[config.mk]
export PLATFORM = sky130hd
export DESIGN_NAME = digital_fll_ctrl
export DESIGN_NICKNAME = d
export VERILOG_FILES = /design/src/rtl/digital_fll_ctrl.sv
export SDC_FILE = /design/constraint.sdc
export NUM_CORES = 1
export LEC_CHECK = 0
export ABC_AREA = 1
export CAP_MARGIN = 20
export CORE_AREA = 2 2 88 90
export CTS_CLUSTER_DIAMETER = 50
export DETAILED_ROUTE_END_ITERATION = 8
export DIE_AREA = 0 0 90 92
export GPL_TIMING_DRIVEN = 0
export PLACE_DENSITY = 0.79
export SYNTH_ARGS = -nofsm -noshare
export SYNTH_HDL_FRONTEND = slang
export SYNTH_SLANG_ARGS = --single-unit
[constraint.sdc]
create_clock -name clock -period 5.36 [get_ports clock]
set_input_delay 1.608 -clock clock [delete_from_list [all_inputs] [get_ports clock]]
set_output_delay 1.608 -clock clock [all_outputs]
set_load 0.05 [all_outputs]
[src/rtl/digital_fll_ctrl.sv]
// ---------------------------------------------------------------------------
// digital_fll_ctrl
//   Frequency-locked-loop controller for the ring-oscillator clock generator.
//   It counts DCO clock cycles between rising edges of the reference osc and
//   compares that count with div. It then steps a thermometer-coded trim up
//   or down. A coarse step is used when the error is large. The block also has
//   a lock detector, loss-of-reference handling and a registered bypass in
//   which the trim follows ext_trim.
//
// Ports
//   clock     in   DCO clock (ring osc phase 0)
//   resetb    in   asynchronous active-low reset
//   enable    in   1 = loop runs
//   dco       in   1 = bypass, trim follows ext_trim
//   osc       in   reference, asynchronous to clock
//   div       in   target DCO cycles per osc period
//   ext_trim  in   trim value used in bypass mode
//   trim      out  trim to ring osc (registered)
//   level     out  current trim level (number of set trim bits)
//   period    out  last measured period in clock cycles
//   locked    out  lock indicator
//   update    out  one-cycle pulse per evaluated measurement
// ---------------------------------------------------------------------------
module digital_fll_ctrl #(
  parameter int TRIM_W     = 26,
  parameter int DIV_W      = 5,
  parameter int CNT_W      = 7,
  parameter int INIT_LVL   = 13,
  parameter int TOL        = 1,
  parameter int COARSE_THR = 4,
  parameter int LOCK_CNT   = 4
) (
  input  logic                          clock,
  input  logic                          resetb,
  input  logic                          enable,
  input  logic                          dco,
  input  logic                          osc,
  input  logic [DIV_W-1:0]              div,
  input  logic [TRIM_W-1:0]             ext_trim,
  output logic [TRIM_W-1:0]             trim,
  output logic [$clog2(TRIM_W+1)-1:0]   level,
  output logic [CNT_W-1:0]              period,
  output logic                          locked,
  output logic                          update
);

  localparam int LVL_W = $clog2(TRIM_W + 1);
  localparam int LC_W  = $clog2(LOCK_CNT + 1);
  localparam logic [CNT_W-1:0] CNT_MAX = '1;
  localparam logic [LC_W-1:0]  LC_MAX  = LC_W'(LOCK_CNT);

  typedef enum logic [1:0] {IDLE, ARM, MEAS, UPD} state_t;

  // Set bits add delay, so a higher level means a lower DCO frequency.
  function automatic logic [TRIM_W-1:0] thermo(input logic [LVL_W-1:0] lvl);
    logic [TRIM_W-1:0] t;
    for (int i = 0; i < TRIM_W; i++) begin
      t[i] = (i < int'(lvl));
    end
    return t;
  endfunction

  function automatic logic [LVL_W-1:0] sat_level(input int v);
    if (v < 0) return '0;
    if (v > TRIM_W) return LVL_W'(TRIM_W);
    return LVL_W'(v);
  endfunction

  function automatic logic [CNT_W-1:0] sat_inc(input logic [CNT_W-1:0] c);
    return (c == CNT_MAX) ? c : c + CNT_W'(1);
  endfunction

  state_t                    state;
  logic [CNT_W-1:0]          cnt;
  logic [LC_W-1:0]           lock_cnt;
  logic                      osc_s1_p0, osc_s2_p1, osc_hist_p2;
  logic                      ref_edge;
  logic                      run;

  logic signed [CNT_W:0]     err;
  int                        err_i;
  int                        err_mag;
  int                        step;
  logic                      in_tol;
  logic [LVL_W-1:0]          level_upd;
  logic [LVL_W-1:0]          level_nxt;
  logic [LC_W-1:0]           lock_cnt_upd;
  logic                      locked_upd;

  // ---- stage p0..p2: reference synchroniser and edge history ----
  always_ff @(posedge clock or negedge resetb) begin
    if (!resetb) begin
      osc_s1_p0   <= 1'b0;
      osc_s2_p1   <= 1'b0;
      osc_hist_p2 <= 1'b0;
    end else begin
      osc_s1_p0   <= osc;
      osc_s2_p1   <= osc_s1_p0;
      osc_hist_p2 <= osc_s2_p1;
    end
  end

  assign ref_edge = osc_s2_p1 & ~osc_hist_p2;
  assign run      = enable & ~dco;

  // ---- evaluation of the latest period (used while in UPD) ----
  always_comb begin
    err          = $signed({1'b0, period}) - $signed({{(CNT_W + 1 - DIV_W){1'b0}}, div});
    err_i        = int'(err);
    err_mag      = (err_i < 0) ? -err_i : err_i;
    in_tol       = (err_mag <= TOL);
    step         = (err_mag > COARSE_THR) ? 2 : 1;
    level_upd    = level;
    lock_cnt_upd = '0;
    locked_upd   = 1'b0;
    // A zero target cannot be tracked: leave the level alone and drop lock.
    if (div != '0) begin
      if (in_tol) begin
        lock_cnt_upd = (lock_cnt == LC_MAX) ? lock_cnt : lock_cnt + LC_W'(1);
        locked_upd   = (lock_cnt_upd == LC_MAX);
      end else if (err_i > 0) begin
        // Too many DCO cycles per reference period: DCO is fast, add delay.
        level_upd = sat_level(int'(level) + step);
      end else begin
        level_upd = sat_level(int'(level) - step);
      end
    end
    // Trim is registered from the next level so it changes the cycle after UPD.
    level_nxt = ((state == UPD) && run) ? level_upd : level;
  end

  // ---- control FSM, period counter, level and lock registers ----
  always_ff @(posedge clock or negedge resetb) begin
    if (!resetb) begin
      state    <= IDLE;
      cnt      <= '0;
      lock_cnt <= '0;
      locked   <= 1'b0;
      update   <= 1'b0;
      period   <= '0;
      level    <= LVL_W'(INIT_LVL);
    end else begin
      update <= 1'b0;
      if (!run) begin
        // Disable or bypass wins from any state; any measurement in flight is dropped.
        state    <= IDLE;
        cnt      <= '0;
        lock_cnt <= '0;
        locked   <= 1'b0;
      end else begin
        case (state)
          IDLE: state <= ARM;
          ARM: begin
            // The first edge only starts timing; it never produces an update.
            if (ref_edge) begin
              cnt   <= CNT_W'(1);
              state <= MEAS;
            end
          end
          MEAS: begin
            if (ref_edge) begin
              period <= cnt;
              cnt    <= CNT_W'(1);
              update <= 1'b1;
              state  <= UPD;
            end else begin
              cnt <= sat_inc(cnt);
              // Counter pinned at full scale means the reference has gone away.
              if (sat_inc(cnt) == CNT_MAX) begin
                locked   <= 1'b0;
                lock_cnt <= '0;
              end
            end
          end
          UPD: begin
            cnt      <= sat_inc(cnt);
            level    <= level_upd;
            lock_cnt <= lock_cnt_upd;
            locked   <= locked_upd;
            state    <= MEAS;
          end
          default: state <= IDLE;
        endcase
      end
    end
  end

  // ---- trim output register ----
  always_ff @(posedge clock or negedge resetb) begin
    if (!resetb) begin
      trim <= thermo(LVL_W'(INIT_LVL));
    end else if (dco) begin
      trim <= ext_trim;
    end else begin
      trim <= thermo(level_nxt);
    end
  end

endmodule

==> impl_table.tex, run 1 <==
\begin{tabular}{lr}
\hline
Metric & Value \\
\hline
\multicolumn{2}{l}{\textbf{Floorplanning}} \\
Boundary pin count & 76 \\
Y dimension of the die & between 90 and 100 um \\
Starting utilization of the core area & between 50\% and 60\% \\
Horizontal extent of the die & roughly 90 um \\
Core Box Area & $\sim$7400 sq um \\
Die area & about 8300 sq um \\
Number of placement rows & 32 \\
\multicolumn{2}{l}{\textbf{Routing}} \\
Vias post-DR & about 3,600 \\
Router iterations before antenna repair & 5 \\
Count of routing violations after the opening detailed-route iteration & around 100 \\
Post-Route WL & between 9000 and 10,000 um \\
Per-cell routed wire length & roughly 13 um \\
Vias per cell & roughly 5.0 \\
Final ANT Viol Nets & 0 \\
Residual DRC count & 0 \\
\multicolumn{2}{l}{\textbf{CTS}} \\
Clock latency on the worst-skew pair & 0.31 ns \\
Buffer type at the clock tree root & sky130\_fd\_sc\_hd\_\_clkbuf\_8 \\
Count of hold-fix buffers inserted at cts & 0 \\
CTS tree & done \\
Clock transition at path regs & around 0.10 ns \\
Number of buffers created by CTS & 5 \\
Number of levels in the clock H-tree & 2 \\
Clock Tree Buf Depth & 2 \\
\# clock sinks & 55 \\
\multicolumn{2}{l}{\textbf{Power and ir drop}} \\
PnR Total Power & approximately 1.4 mW \\
Clock Power Share & around 20\% \\
Proportion of power drawn by flip-flops and latches & about 34\% \\
PwrDens & approximately 280 nW/um\^{}2 \\
Static Leak & approximately 2.5 nW \\
Internal power consumption & around 830 uW \\
Net Switching & between 500 and 600 uW \\
Worst-case vdd ir drop & between 0.15 and 0.2 mV \\
Combinational share of power & a little under half \\
Switching part of the total & between 40\% and 50\% \\
\multicolumn{2}{l}{\textbf{GRT}} \\
Pin count of the biggest net entering global routing & 32 \\
Overall fraction of global-route tracks in use & 21.53\% \\
Vias in the first global route & 3,400 \\
Antenna violations before repair & 0 \\
Global-route wire length before repair & about 15,000 um \\
GR Overflow Total & 0 \\
\multicolumn{2}{l}{\textbf{Setup path}} \\
Longest individual stage delay on the worst path & $\sim$0.56 ns \\
Required time of the critical path & 5.61 ns \\
Critical path type & input pin to register \\
Worst path bufs/invs & 6 \\
Kind of launch point of the worst setup path & input pin \\
Levels on crit path & 27 \\
Gate family responsible for the most delay along the worst path & simple AND/OR/NAND/NOR gates \\
Cell with the largest stage delay on the worst path & sky130\_fd\_sc\_hd\_\_fa\_2 \\
Library cell appearing most often on the critical path & sky130\_fd\_sc\_hd\_\_nand2\_1 \\
Worst-case reg-to-reg path depth & 30 \\
Arrival @ worst endpoint & around 5.5 ns \\
Crit-path max FO & 5 \\
Worst Setup End Kind & register \\
\multicolumn{2}{l}{\textbf{Synth}} \\
Async SR Flop Fraction & 100.0\% \\
Synthesized area & $\sim$3700 sq um \\
Warning count from the yosys run & 0 \\
Post-synthesis sequential element count & 55 \\
Net Count, Synth & between 500 and 600 \\
Primary FF master, synth & sky130\_fd\_sc\_hd\_\_dfrtp\_1 \\
Sequential share of the synthesized area & 37.47\% \\
Top cells by area in the synthesized netlist & sky130\_fd\_sc\_hd\_\_dfrtp\_1, sky130\_fd\_sc\_hd\_\_nand2\_1, sky130\_fd\_sc\_hd\_\_dfstp\_2 \\
Mean instance size in the synthesized netlist & a little over 7 sq um \\
Cell type contributing the most total cell area after synthesis & sky130\_fd\_sc\_hd\_\_dfrtp\_1 \\
Area share of the largest cell type after synthesis & a little over a quarter \\
Count of flip-flops with a built-in enable after synthesis & 0 \\
Synth Instances & a little over 500 \\
Number of unique standard cell types used by synthesis & 38 \\
\multicolumn{2}{l}{\textbf{Placement}} \\
Routability congestion estimate & about 0.92 \\
Area of placed instances & roughly 4600 sq um \\
Pre-CTS setup slack & -0.8288 ns \\
Port bufs & 74 \\
Placed wire-length estimate after detailed placement & $\sim$6800 um \\
Placed Instances & $\sim$690 \\
\multicolumn{2}{l}{\textbf{STA}} \\
Headroom to the max-slew limit & 62.95\% \\
Final count of negative-setup-slack endpoints & 0 \\
Final worst path period share & a little over nine tenths \\
Final Critical Period & approximately 5.3 ns \\
Max-slew violations & 0 \\
Hold Worst Slack & about 0.36 ns \\
Post-route worst setup slack & approximately 0.097 ns \\
Final Skew & 0.008545 ns \\
Endpoints failing hold & 0 \\
Summed negative setup slack over all endpoints & 0 ns \\
Peak Freq & around 0.19 GHz \\
Worst Tran Pin Value & between 0.5 and 0.6 ns \\
\multicolumn{2}{l}{\textbf{Final layout}} \\
Share of final-layout standard cells stronger than drive strength 1 & a little over a fifth \\
Net count of the finished layout & around 670 \\
Final design utilization & between 60\% and 70\% \\
Synthesis-to-layout area growth & 36.00\% \\
Layout Cell Area excl Fill & $\sim$5100 sq um \\
Post-route insts no fill & 713 \\
Antenna cells & 0 \\
\multicolumn{2}{l}{\textbf{Run}} \\
Max-capacitance violation count & 0 \\
\multicolumn{2}{l}{\textbf{Outcome}} \\
Status & completed \\
\multicolumn{2}{l}{\textbf{Hold path}} \\
Hold path cells & 0 \\
Hold/Removal Path Class & register to register \\
\hline
\end{tabular}
Yosys cell counts (all sizes together), types with 4 or more instances:
library cell,n
dfrtp,39
nor2,45
nand3,45
ha,18
nand2,189
a21oi,16
clkbuf,4
nor3,4
inv,82
o21ai,21
nand4,10
dfstp,16
xor2,6
registers in the layout (all words and copies together) (netlist names):
name and flops:
state 2, locked 1, update 1, lock_cnt 3, trim 26, cnt 7
osc_s1_p0 1, osc_s2_p1 1, level 5, osc_hist_p2 1, period 7
final timing paths:
check	from	slack (ns)	to
worst max-delay path	div[4]	0.1	trim[8]$_DFF_PN1_
worst min-delay path	osc_s1_p0$_DFF_PN0_	0.36	osc_s2_p1$_DFF_PN0_
worst max register to register	period[0]$_DFFE_PN0P_	1.20	trim[8]$_DFF_PN1_
worst min register to register	osc_s1_p0$_DFF_PN0_	0.36	osc_s2_p1$_DFF_PN0_
max in group asynchronous	resetb	3.47	trim[5]$_DFF_PN1_
min in group asynchronous	resetb	1.28	lock_cnt[2]$_DFFE_PN0P_
power by group through the flow:
stage          clock [mW]  combinational, mW  sequential [mW]
6_report            0.280              0.641            0.482
5_1_grt             0.304              0.696            0.486
4_1_cts             0.288              0.590            0.479
3_5_place_dp            0              0.547            0.486
3_3_place_gp            0              0.534            0.485
2_1_floorplan           0              0.277            0.593
layout make-up:
| class | instances | area, sq um |
|---|---|---|
| multi-input cells | 373 | 2245 |
| repair buffers | 88 | 854.6 |
| inverters | 82 | 307.8 |
| well taps | 102 | 127.6 |
| fillers | 604 | 2380 |
| clock inverters | 3 | 47.55 |
| flip-flops and latches | 55 | 1396 |
| plain buffers | 5 | 20.02 |
| clock buffers | 5 | 68.82 |
metal layers:
layer | GRT usage [%] | share of wire (%) | up-vias
met5 | 0 | 0 | -
met4 | 6.538 | 1.8 | 0
met3 | 2.629 | 3.0 | 15
met2 | 37.47 | 51 | 80
met1 | 28.22 | 44 | 1679
li1 | - | - | 1813
cell usage in the layout, fill, tap and decap left out, drive strengths merged, types with 2 or more instances in the layout:
cell / count
o21a: 2
nand3b: 2
dfrtp: 39
nand2: 189
o22ai: 2
o211ai: 2
o21ai: 21
nor3: 4
dfstp: 16
nand3: 45
nor2: 45
nand4: 10
buf: 16
fa: 3
ha: 18
inv: 83
a21oi: 16
clkbuf: 9
xor2: 6
clkdlybuf4s50: 71
cell families (layout without fill, tap and decap cells):
| logic type | count (synthesis) | after routing | share of synthesized area [%] |
|---|---|---|---|
| and+or+nand+nor | 297 | 297 | 36.00 |
| buffers and inverters | 87 | 183 | 8.798 |
| DFF | 55 | 55 | 37.47 |
| AOI/OAI and AO/OA | 47 | 47 | 7.925 |
| adders and majority gates | 21 | 21 | 7.656 |
| xor gates and xnor gates | 7 | 7 | 1.847 |
| muxes | 1 | 1 | 0.3022 |
timing repair:
item / in CTS / in global routing
setup buffers: 8 / 5
endpoints found under the setup margin: 27 / 27
gates resized for setup: 27 / 35
pin swaps: 14 / 20
(Power assumes the default switching activity.)
==> inputs of run 2 (changes only) <==
--- a/config.mk
+++ b/config.mk
@@ -13,6 +13,7 @@
 export DIE_AREA = 0 0 90 92
 export GPL_TIMING_DRIVEN = 0
 export PLACE_DENSITY = 0.79
+export SLEW_MARGIN = 0
 export SYNTH_ARGS = -nofsm -noshare
 export SYNTH_HDL_FRONTEND = slang
 export SYNTH_SLANG_ARGS = --single-unit
==> results of run 2 <==
The final DEF is identical to that of run 1; final timing and power are the same.
==> inputs of run 3 (changes only) <==
--- a/config.mk
+++ b/config.mk
@@ -7,10 +7,10 @@
 export LEC_CHECK = 0
 export ABC_AREA = 1
 export CAP_MARGIN = 20
-export CORE_AREA = 2 2 88 90
+export CORE_AREA = 5 5 91 93
 export CTS_CLUSTER_DIAMETER = 50
 export DETAILED_ROUTE_END_ITERATION = 8
-export DIE_AREA = 0 0 90 92
+export DIE_AREA = 0 0 96 98
 export GPL_TIMING_DRIVEN = 0
 export PLACE_DENSITY = 0.79
 export SLEW_MARGIN = 0
==> impl_table.tex, run 3 (synthesis results as in run 1) <==
\begin{tabular}{lr}
\hline
Metric & Value \\
\hline
\multicolumn{2}{l}{\textbf{Outcome}} \\
Status & completed (unchanged) \\
\multicolumn{2}{l}{\textbf{Setup path}} \\
R2r endpoint & trim[18]\$\_DFF\_PN0\_ (was trim[8]\$\_DFF\_PN1\_) \\
Reg-to-Reg Start & period[0]\$\_DFFE\_PN0P\_ (unchanged) \\
Arrival @ worst endpoint & 5.42 ns (was 5.51 ns) \\
Crit-path max FO & 5 (unchanged) \\
Worst Setup End Kind & register (unchanged) \\
Worst-case reg-to-reg path depth & 31 (was 30) \\
Kind of launch point of the worst setup path & input pin (unchanged) \\
Critical path type & input pin to register (unchanged) \\
Required time of the critical path & 5.57 ns (was 5.61 ns) \\
Worst R2R Setup Slack & 1.26 ns (was 1.20 ns) \\
\multicolumn{2}{l}{\textbf{Routing}} \\
Vias post-DR & 3,602 (was 3,587) \\
Residual DRC count & 0 (unchanged) \\
Vias per cell & 5.031 (about the same) \\
Final ANT Viol Nets & 0 (unchanged) \\
Router iterations before antenna repair & 4 (was 5) \\
Count of routing violations after the opening detailed-route iteration & 165 (was 101) \\
Per-cell routed wire length & 13.31 um (was 12.94 um) \\
Post-Route WL & 9528 um (was 9224 um) \\
\multicolumn{2}{l}{\textbf{STA}} \\
Peak Freq & 0.1918 GHz (was 0.1900 GHz) \\
Worst Tran Pin Value & 0.6300 ns (was 0.5557 ns) \\
Headroom to the max-slew limit & 58.00\% (was 62.95\%) \\
Final worst path period share & 97.27\% (was 98.19\%) \\
Final Critical Period & 5.213 ns (was 5.263 ns) \\
Final count of negative-setup-slack endpoints & 0 (unchanged) \\
Endpoints failing hold & 0 (unchanged) \\
Max-slew violations & 0 (unchanged) \\
Summed negative setup slack over all endpoints & 0 ns (unchanged) \\
Post-route worst setup slack & 0.1466 ns (was 0.09679 ns) \\
Final Skew & 0.01428 ns (was 0.008545 ns) \\
\multicolumn{2}{l}{\textbf{Floorplanning}} \\
Horizontal extent of the die & 96 um (was 90 um) \\
Starting utilization of the core area & 50.03\% (unchanged) \\
Boundary pin count & 76 (unchanged) \\
Die area & 9408 sq um (was 8280 sq um) \\
Core Box Area & 7447 sq um (unchanged) \\
Y dimension of the die & 98 um (was 92 um) \\
Number of placement rows & 32 (unchanged) \\
\multicolumn{2}{l}{\textbf{Final layout}} \\
Commonest cells after routing, fill and taps aside & sky130\_fd\_sc\_hd\_\_nand2\_1, sky130\_fd\_sc\_hd\_\_inv\_1, sky130\_fd\_sc\_hd\_\_clkdlybuf4s50\_1 (unchanged) \\
Regs by FF count & trim: 26 flops, cnt: 7 flops, period: 7 flops (unchanged) \\
Synthesis-to-layout area growth & 37.00\% (was 36.00\%) \\
Final design utilization & 68.55\% (was 68.04\%) \\
Antenna cells & 0 (unchanged) \\
Share of final-layout standard cells stronger than drive strength 1 & 22.80\% (was 20.95\%) \\
Area of the multi-input gates & 2283 sq um (was 2245 sq um) \\
Layout filler cell count & 631 (was 604) \\
Register bank with the most flops & trim (unchanged) \\
Total area of sequential cells & 1396 sq um (unchanged) \\
Net count of the finished layout & 670 (was 667) \\
Flip-flop count of the largest register, all copies and words added & 26 (unchanged) \\
Leading cell type in the layout, fill and taps excluded & sky130\_fd\_sc\_hd\_\_nand2\_1 (unchanged) \\
\multicolumn{2}{l}{\textbf{CTS}} \\
CTS tree & done (unchanged) \\
Buffer type at the clock tree root & sky130\_fd\_sc\_hd\_\_clkbuf\_8 (unchanged) \\
Clock transition at path regs & 0.10 ns (about the same) \\
Number of buffers created by CTS & 5 (unchanged) \\
Count of hold-fix buffers inserted at cts & 0 (unchanged) \\
\# clock sinks & 55 (unchanged) \\
Clock Tree Buf Depth & 2 (unchanged) \\
Number of levels in the clock H-tree & 2 (unchanged) \\
Clock latency on the worst-skew pair & 0.31 ns (about the same) \\
\multicolumn{2}{l}{\textbf{GRT}} \\
GR Overflow Total & 0 (unchanged) \\
Overall fraction of global-route tracks in use & 20.22\% (was 21.53\%) \\
Vias in the first global route & 3,541 (was 3,400) \\
Antenna violations before repair & 0 (unchanged) \\
Pin count of the biggest net entering global routing & 30 (was 32) \\
Global-route wire length before repair & 15,450 um (was 14,820 um) \\
\multicolumn{2}{l}{\textbf{Hold path}} \\
Hold-critical path endpoint & osc\_s2\_p1\$\_DFF\_PN0\_ (unchanged) \\
Hold/Removal Path Class & register to register (unchanged) \\
Hold path cells & 0 (unchanged) \\
Worst hold path startpoint & osc\_s1\_p0\$\_DFF\_PN0\_ (unchanged) \\
\multicolumn{2}{l}{\textbf{Placement}} \\
Port bufs & 74 (unchanged) \\
Placed wire-length estimate after detailed placement & 7201 um (was 6824 um) \\
Pre-CTS setup slack & -0.7576 ns (was -0.8288 ns) \\
Routability congestion estimate & 0.9331 (was 0.9165) \\
\multicolumn{2}{l}{\textbf{Power and ir drop}} \\
PnR Total Power & 1.354 mW (was 1.402 mW) \\
Worst-case vdd ir drop & 0.2251 mV (was 0.1782 mV) \\
PwrDens & 265.2 nW/um\^{}2 (was 276.6 nW/um\^{}2) \\
Static Leak & 2.479 nW (was 2.471 nW) \\
\multicolumn{2}{l}{\textbf{Run}} \\
Max-capacitance violation count & 0 (unchanged) \\
\hline
\end{tabular}
run 3: cell types whose count changed in the layout (fill, tap and decap cells not counted), sizes merged:
cell,change
buf,+3
bufinv,-1
clkbuf,+1
clkinv,+1
inv,-1
run 3: through the flow:
| stage | instances | hold WS, ns | area (sq um) |
|---|---|---|---|
| after floorplan | 515 | 0.3312 | 3726 |
| after global placement | 691 | 0.3337 | 4594 |
| after detailed placement | 692 | 0.3347 | 4609 |
| after CTS | 708 | 0.3549 | 4858 |
| after global routing | 716 | 0.3761 | 5105 |
| final | 716 | 0.3563 | 5105 |
run 3: layout make-up:
type | count | share of cell area, %
Clock inverter | 2 | 0.2696
Multi-Input combinational cell | 373 | 44.73
Tap cell | 102 | 2.500
Sequential cell | 55 | 27.35
Inverter | 82 | 6.078
Buffer | 5 | 0.3922
Timing Repair Buffer | 91 | 17.25
Clock buffer | 6 | 1.422
run 3: how the worst max path moves through the flow:
stage,start,endpoint,slack (ns),cells after the start
after CTS,div[4],trim[16]$_DFF_PN0_,0.01,28
after detailed placement,div[0],trim[22]$_DFF_PN0_,-0.76,29
after global placement,div[0],trim[22]$_DFF_PN0_,-0.74,29
final,div[0],trim[18]$_DFF_PN0_,0.15,27
after floorplan,div[0],trim[14]$_DFF_PN0_,0.18,28
after global routing,div[0],trim[22]$_DFF_PN0_,-0.05,27
run 3: worst max-delay path, cell delays in order:
cell,delay (ns)
sky130_fd_sc_hd__dlygate4sd2_1,0.25
sky130_fd_sc_hd__ha_2,0.19
sky130_fd_sc_hd__fa_2,0.57
sky130_fd_sc_hd__buf_4,0.13
sky130_fd_sc_hd__nand3_1,0.12
sky130_fd_sc_hd__nand3_2,0.11
sky130_fd_sc_hd__xor2_2,0.18
sky130_fd_sc_hd__o21ai_2,0.10
sky130_fd_sc_hd__nor2_4,0.24
sky130_fd_sc_hd__ha_4,0.18
sky130_fd_sc_hd__fa_2,0.44
sky130_fd_sc_hd__nand2_1,0.07
sky130_fd_sc_hd__nand3_1,0.07
sky130_fd_sc_hd__nand2_1,0.08
sky130_fd_sc_hd__nor2_2,0.05
sky130_fd_sc_hd__nor2_2,0.13
sky130_fd_sc_hd__nand2_1,0.07
sky130_fd_sc_hd__nand2_1,0.07
sky130_fd_sc_hd__nand2_1,0.08
sky130_fd_sc_hd__inv_1,0.08
sky130_fd_sc_hd__nand3_2,0.09
sky130_fd_sc_hd__nand2_4,0.12
sky130_fd_sc_hd__nand2_2,0.09
sky130_fd_sc_hd__nor2_4,0.09
sky130_fd_sc_hd__nand2_1,0.06
sky130_fd_sc_hd__nand2_1,0.08
sky130_fd_sc_hd__nand2_1,0.05
run 3: what timing repair did:
action	4_1_cts	5_1_grt
gates resized for setup	30	45
pin swaps	12	29
setup buffers	8	8
setup endpoints to repair	27	28
run 3: per-layer routing:
layer | global-route usage [%] | wire (um) | up-vias
met3 | 2.773 | 321 | 15
met1 | 26.26 | 4142 | 1703
met5 | 0 | 0 | -
met2 | 34.57 | 4885 | 79
met4 | 5.908 | 179 | 0
li1 | - | - | 1805
run 3: power breakdown:
group          internal, mW  switching [mW]  total, mW
clock                0.0925           0.132      0.224
sequential            0.456          0.0252      0.481
combinational         0.236           0.412      0.649
total                 0.785           0.569       1.35
